--- config.mk ---
export PLATFORM = sky130hd
export DESIGN_NAME = qei_sampler
export DESIGN_NICKNAME = d
export VERILOG_FILES = /design/src/rtl/qei_sampler_pkg.sv /design/src/rtl/qei_sampler_counter.sv /design/src/rtl/qei_sampler.sv
export SDC_FILE = /design/constraint.sdc
export NUM_CORES = 1
export LEC_CHECK = 0
export ABC_CLOCK_PERIOD_IN_PS = 4530
export BUFFER_PORTS_ARGS = -buffer_cell sky130_fd_sc_hd__buf_2
export CORE_ASPECT_RATIO = 0.8
export CORE_UTILIZATION = 58
export DETAILED_ROUTE_END_ITERATION = 10
export PLACE_DENSITY = 0.77
export SLEW_MARGIN = 20
export SYNTH_ARGS = -nofsm -noshare
export SYNTH_HDL_FRONTEND = slang
export SYNTH_SLANG_ARGS = --single-unit
--- constraint.sdc ---
create_clock -name clk -period 4.53 [get_ports clk]
set_clock_uncertainty 0.05 [all_clocks]
set_input_delay 0.453 -clock clk [delete_from_list [all_inputs] [get_ports clk]]
set_output_delay 0.453 -clock clk [all_outputs]
set_load 0.02 [all_outputs]
--- src/rtl/qei_sampler_pkg.sv ---
// Shared definitions for the quadrature sampler: FSM encoding, default
// geometry and the channel-index width helper.
package qei_sampler_pkg;

  localparam int unsigned NCH_DEF    = 2;
  localparam int unsigned NBITS_DEF  = 16;
  localparam int unsigned PERIOD_DEF = 1000;

  typedef enum logic [1:0] {
    ST_IDLE,
    ST_SNAP,
    ST_SEND
  } state_e;

  function automatic int unsigned ch_w(input int unsigned n);
    return (n > 1) ? $clog2(n) : 1;
  endfunction

endpackage

--- src/rtl/qei_sampler_counter.sv ---
// x4 quadrature decoder and up/down position counter for one channel.
module qei_sampler_counter #(
  parameter int unsigned NBITS = 16
) (
  input  logic             clk,
  input  logic             rst,
  input  logic             clr,
  input  logic             en,
  input  logic             a_i,
  input  logic             b_i,
  output logic [NBITS-1:0] cnt_o
);

  logic             a_q;
  logic             b_q;
  logic [NBITS-1:0] cnt_q;
  logic [NBITS-1:0] cnt_d;
  logic             one_edge;
  logic             up;
  logic             dn;

  always_comb begin
    // exactly one phase toggled; a simultaneous double toggle is ignored
    one_edge = (a_i ^ a_q) ^ (b_i ^ b_q);
    up       = one_edge && (a_i ^ b_q);
    dn       = one_edge && (b_i ^ a_q);
    cnt_d    = cnt_q;
    if (en && up) begin
      cnt_d = cnt_q + NBITS'(1);
    end else if (en && dn) begin
      cnt_d = cnt_q - NBITS'(1);
    end
  end

  // History always follows the inputs (also on clear) so that motion seen
  // while disabled or cleared is never replayed as a step afterwards.
  always_ff @(posedge clk) begin
    a_q <= a_i;
    b_q <= b_i;
    if (rst || clr) begin
      cnt_q <= '0;
    end else begin
      cnt_q <= cnt_d;
    end
  end

  assign cnt_o = cnt_q;

endmodule

--- src/rtl/qei_sampler.sv ---
// Periodic snapshot of NCH quadrature counters, streamed out as one
// (channel, position, delta) beat per channel over a valid/ready handshake.
module qei_sampler
  import qei_sampler_pkg::*;
#(
  parameter int unsigned NCH    = NCH_DEF,
  parameter int unsigned NBITS  = NBITS_DEF,
  parameter int unsigned PERIOD = PERIOD_DEF
) (
  input  logic                  clk,
  input  logic                  rst,
  input  logic                  en,
  input  logic                  clr,
  input  logic                  clr_ovr,
  input  logic [NCH-1:0]        a_i,
  input  logic [NCH-1:0]        b_i,
  output logic                  out_valid,
  input  logic                  out_ready,
  output logic [ch_w(NCH)-1:0]  out_ch,
  output logic [NBITS-1:0]      out_pos,
  output logic [NBITS-1:0]      out_delta,
  output logic                  ovr
);

  localparam int unsigned CHW = ch_w(NCH);
  localparam int unsigned TW  = (PERIOD > 1) ? $clog2(PERIOD) : 1;

  logic [NBITS-1:0] cnt     [NCH];
  logic [NBITS-1:0] snap_q  [NCH];
  logic [NBITS-1:0] prev_q  [NCH];
  logic [NBITS-1:0] delta_q [NCH];
  logic [TW-1:0]    timer_q;
  logic [CHW-1:0]   idx_q;
  logic             valid_q;
  logic             ovr_q;
  state_e           state_q;
  logic             tick;

  for (genvar g = 0; g < NCH; g++) begin : g_ch
    qei_sampler_counter #(.NBITS(NBITS)) u_cnt (
      .clk   (clk),
      .rst   (rst),
      .clr   (clr),
      .en    (en),
      .a_i   (a_i[g]),
      .b_i   (b_i[g]),
      .cnt_o (cnt[g])
    );
  end

  assign tick = en && (timer_q == TW'(PERIOD - 1));

  always_ff @(posedge clk) begin
    if (rst || clr) begin
      state_q <= ST_IDLE;
      timer_q <= '0;
      idx_q   <= '0;
      valid_q <= 1'b0;
      for (int unsigned i = 0; i < NCH; i++) begin
        snap_q[i]  <= '0;
        prev_q[i]  <= '0;
        delta_q[i] <= '0;
      end
    end else begin
      if (en) begin
        timer_q <= (timer_q == TW'(PERIOD - 1)) ? '0 : timer_q + TW'(1);
      end
      case (state_q)
        ST_IDLE: begin
          if (tick) state_q <= ST_SNAP;
        end
        ST_SNAP: begin
          for (int unsigned i = 0; i < NCH; i++) begin
            snap_q[i]  <= cnt[i];
            delta_q[i] <= cnt[i] - prev_q[i];
            prev_q[i]  <= cnt[i];
          end
          idx_q   <= '0;
          valid_q <= 1'b1;
          state_q <= ST_SEND;
        end
        ST_SEND: begin
          if (out_ready) begin
            if (idx_q == CHW'(NCH - 1)) begin
              valid_q <= 1'b0;
              state_q <= ST_IDLE;
            end else begin
              idx_q <= idx_q + CHW'(1);
            end
          end
        end
        default: state_q <= ST_IDLE;
      endcase
    end
  end

  // A tick arriving while a burst is pending is lost; setting beats clearing.
  always_ff @(posedge clk) begin
    if (rst) begin
      ovr_q <= 1'b0;
    end else if (tick && !clr && (state_q != ST_IDLE)) begin
      ovr_q <= 1'b1;
    end else if (clr_ovr) begin
      ovr_q <= 1'b0;
    end
  end

  always_comb begin
    out_valid = valid_q;
    out_ch    = idx_q;
    out_pos   = snap_q[idx_q];
    out_delta = delta_q[idx_q];
    ovr       = ovr_q;
  end

endmodule

==> metrics.cfg <==
[final_layout]
syn_to_final_growth_pct=13.9
diodes=0
drive_above_1_share_pct=13.4
final_nets=899

[die]
die_w_um=127
initial_core_util_pct=59.7
die_area_um2=13000
die-height_um=102
num_rows=36
io_pins=45
design.core.area_um2=12200

[power_and_ir_drop]
p_int_mw=2.43
power_frac_clock_pct=43.2
switching_share_pct=27.5
static-leakage-power_nw=3.57
irDropWorstVdd_mv=0.271
p_per_area_nw_per_um2=403
p_comb_share_pct=21.2
pwr-share-seq_pct=35.7
p_sw_mw=0.919

[worst_setup_path]
r2r_setup_slack_ps=1180
reg2reg_depth=12
endpoint_kind=flip-flop
required_ps=4820
critPathKind=reg -> reg
reg2reg_to=g_ch[0].u_cnt.cnt_o[15]
cp_max_fo=16
r2r-start=g_ch[0].u_cnt.b_q
cp-start-kind=flip-flop
worst-endpoint-arrival_ps=3640

[grt]
antenna_found_initial=0
grt_usage_pct=26.3
grt_pass1_wl_um=26100
grt_pass1_vias=5370
overflow=0
grt_start_max_net_pins=63

[min_path]
hold_class=in -> reg
min_to=g_ch[0].u_cnt.a_q
min_from=a_i[0]
hold_depth=1

[clock_tree]
clock_latency_ps=430
cts_max_level=4
post_cts_buffers=0
cts.sinks=116
cts_buffer_depth=2
cts.clk_slew.worst_paths_ps=50
cts_root_buf=clkbuf_16
cts_buffers=17
ctsResizeCount=0
cts.hold.buffers_added=0
cts_tree=yes

[sta]
max_slew_margin_pct=31.0
rsz0062_at_grt=false
worstMarginPinSlew_ps=1030
hold_viol_final=0
setup_tns_ps=0
setup_ws_ps=1180
finalCritPeriodShare_pct=74.0
max_freq_mhz=298
layout_min_cycle_time_ps=3350
setup_violations=0
final_max_slew_viol_count=0

[placement]
post-place-ws_ps=958
dp_hpwl_um=11700
io_buffer_count=44
gp_congestion=0.895

[synthesis]
ys_seq_area_share_pct=40.7
synth.distinct_cells=57
netlist_area_um2=7290
yosys.area.top_type=edfxtp_1
synth_top_cells_by_count=nor2_1, nand2_1, edfxtp_1
synth_most_common_cell=nor2_1
syn-instance-count=781
ys.flop_type=edfxtp_1
synth_async_sr_flop_share_pct=0
synth_top_area_share_pct=26.4
ys_warn_count=0
synthTopCellsByArea=edfxtp_1, dfxtp_1, ha_1
ys_ff_latch=116
synth.avg_cell_area_um2=9.33
synth_edf_count=64
synth_nets=856

[route]
dr.pass1.iters=5
via_count=5781
wire_per_inst_um=16.2
drt-initial-drc-count=576
drc=0
antenna_left=0
viasPerCell=5.74
wl_um=16300

[outcome]
status=complete, no violations

[flow_run]
cap_violations=0

==> area by class of cell <==
type	instances	area, µm²
multi-input cells	594	4050
fillers	921	3910
flip-flops and latches	116	2960
clock buffers	24	526
repair buffers	49	258
well taps	171	214
inverters	46	173
clock inverters	8	115
==> power by group through the flow <==
| stage | registers [mW] | logic, mW | clock network, mW |
|---|---|---|---|
| after floorplan | 1.20 | 0.563 | 0 |
| after global placement | 1.21 | 0.680 | 0 |
| after detailed placement | 1.21 | 0.693 | 0 |
| after CTS | 1.19 | 0.699 | 1.46 |
| after global routing | 1.20 | 0.786 | 1.50 |
| final | 1.19 | 0.709 | 1.44 |
==> worst max-delay path by stage <==
stage	startpoint	end	slack, ps	depth (start not counted)
4_1_cts	g_ch[0].u_cnt.b_q	g_ch[0].u_cnt.cnt_o[15]	1210	12
2_1_floorplan	en	g_ch[1].u_cnt.cnt_o[15]	1400	11
5_1_grt	g_ch[1].u_cnt.a_q	g_ch[1].u_cnt.cnt_o[12]	980	12
3_5_place_dp	b_i[1]	g_ch[1].u_cnt.cnt_o[15]	960	13
6_report	g_ch[0].u_cnt.b_q	g_ch[0].u_cnt.cnt_o[15]	1180	12
3_3_place_gp	a_i[1]	g_ch[1].u_cnt.cnt_o[12]	1080	13
==> routing by layer <==
| layer | vias up | share of wire (%) | track usage [%] |
|---|---|---|---|
| met5 | - | 0 | 0 |
| met4 | 0 | 1.5 | 9.34 |
| met3 | 22 | 6.3 | 6.02 |
| met2 | 203 | 45 | 40.7 |
| met1 | 2683 | 47 | 36.2 |
| li1 | 2873 | - | - |
==> metrics by stage <==
stage                     power [mW]  std cells  hold slack, ps  util [%]  area (µm²)
final                           3.35       1008            97.1      68.0        8300
after global routing            3.49       1008            90.4      68.0        8300
after CTS                       3.35       1008            83.5      68.0        8300
after detailed placement        1.91        976             405      62.8        7660
after global placement          1.89        976             389      62.8        7660
after floorplan                 1.76        781             412         -        7290
==> cells by family after synthesis <==
kind of cell	Yosys count	synth area share, %
AND/OR/NAND/NOR	269	17.9
AO/OA/AOI/OAI	181	15.8
flip-flops	116	40.7
buffers and inverters	71	3.73
adder cells (fa/ha/maj)	65	11.6
XOR/XNOR	53	6.37
multiplexers	26	3.93
==> placed cells by master, fill, tap and decap left out, types with 31 or more instances in the layout <==
cell      Yosys  final
nand2_1      65     64
inv_1        46     46
buf_2         4     44
ha_1         61     61
nor2_1       72     72
dfxtp_1      52     52
o21ai_0      43     43
and2_1       31     31
edfxtp_1     64     64
a21oi_1      54     54
==> registers in the layout (all words and copies together), names as in the netlist, named ones only <==
name / count
out_valid: 1
prev_q: 32
ovr: 1
out_ch: 1
timer_q: 10
g_ch.u_cnt.b_q: 2
state_q: 2
delta_q: 32
g_ch.u_cnt.cnt_o: 32
g_ch.u_cnt.a_q: 2
==> worst max-delay path: stages (launching register included) <==
cell,delay (ps)
dfxtp_1,320
xor2_1,220
and3_1,280
inv_1,300
ha_1,440
a21o_1,210
a21oi_2,160
a21oi_2,80
o21ai_0,300
a21o_1,180
mux2_2,340
o21ai_0,160
nor3b_1,210
Note: power is estimated with default switching activity, not from simulation.
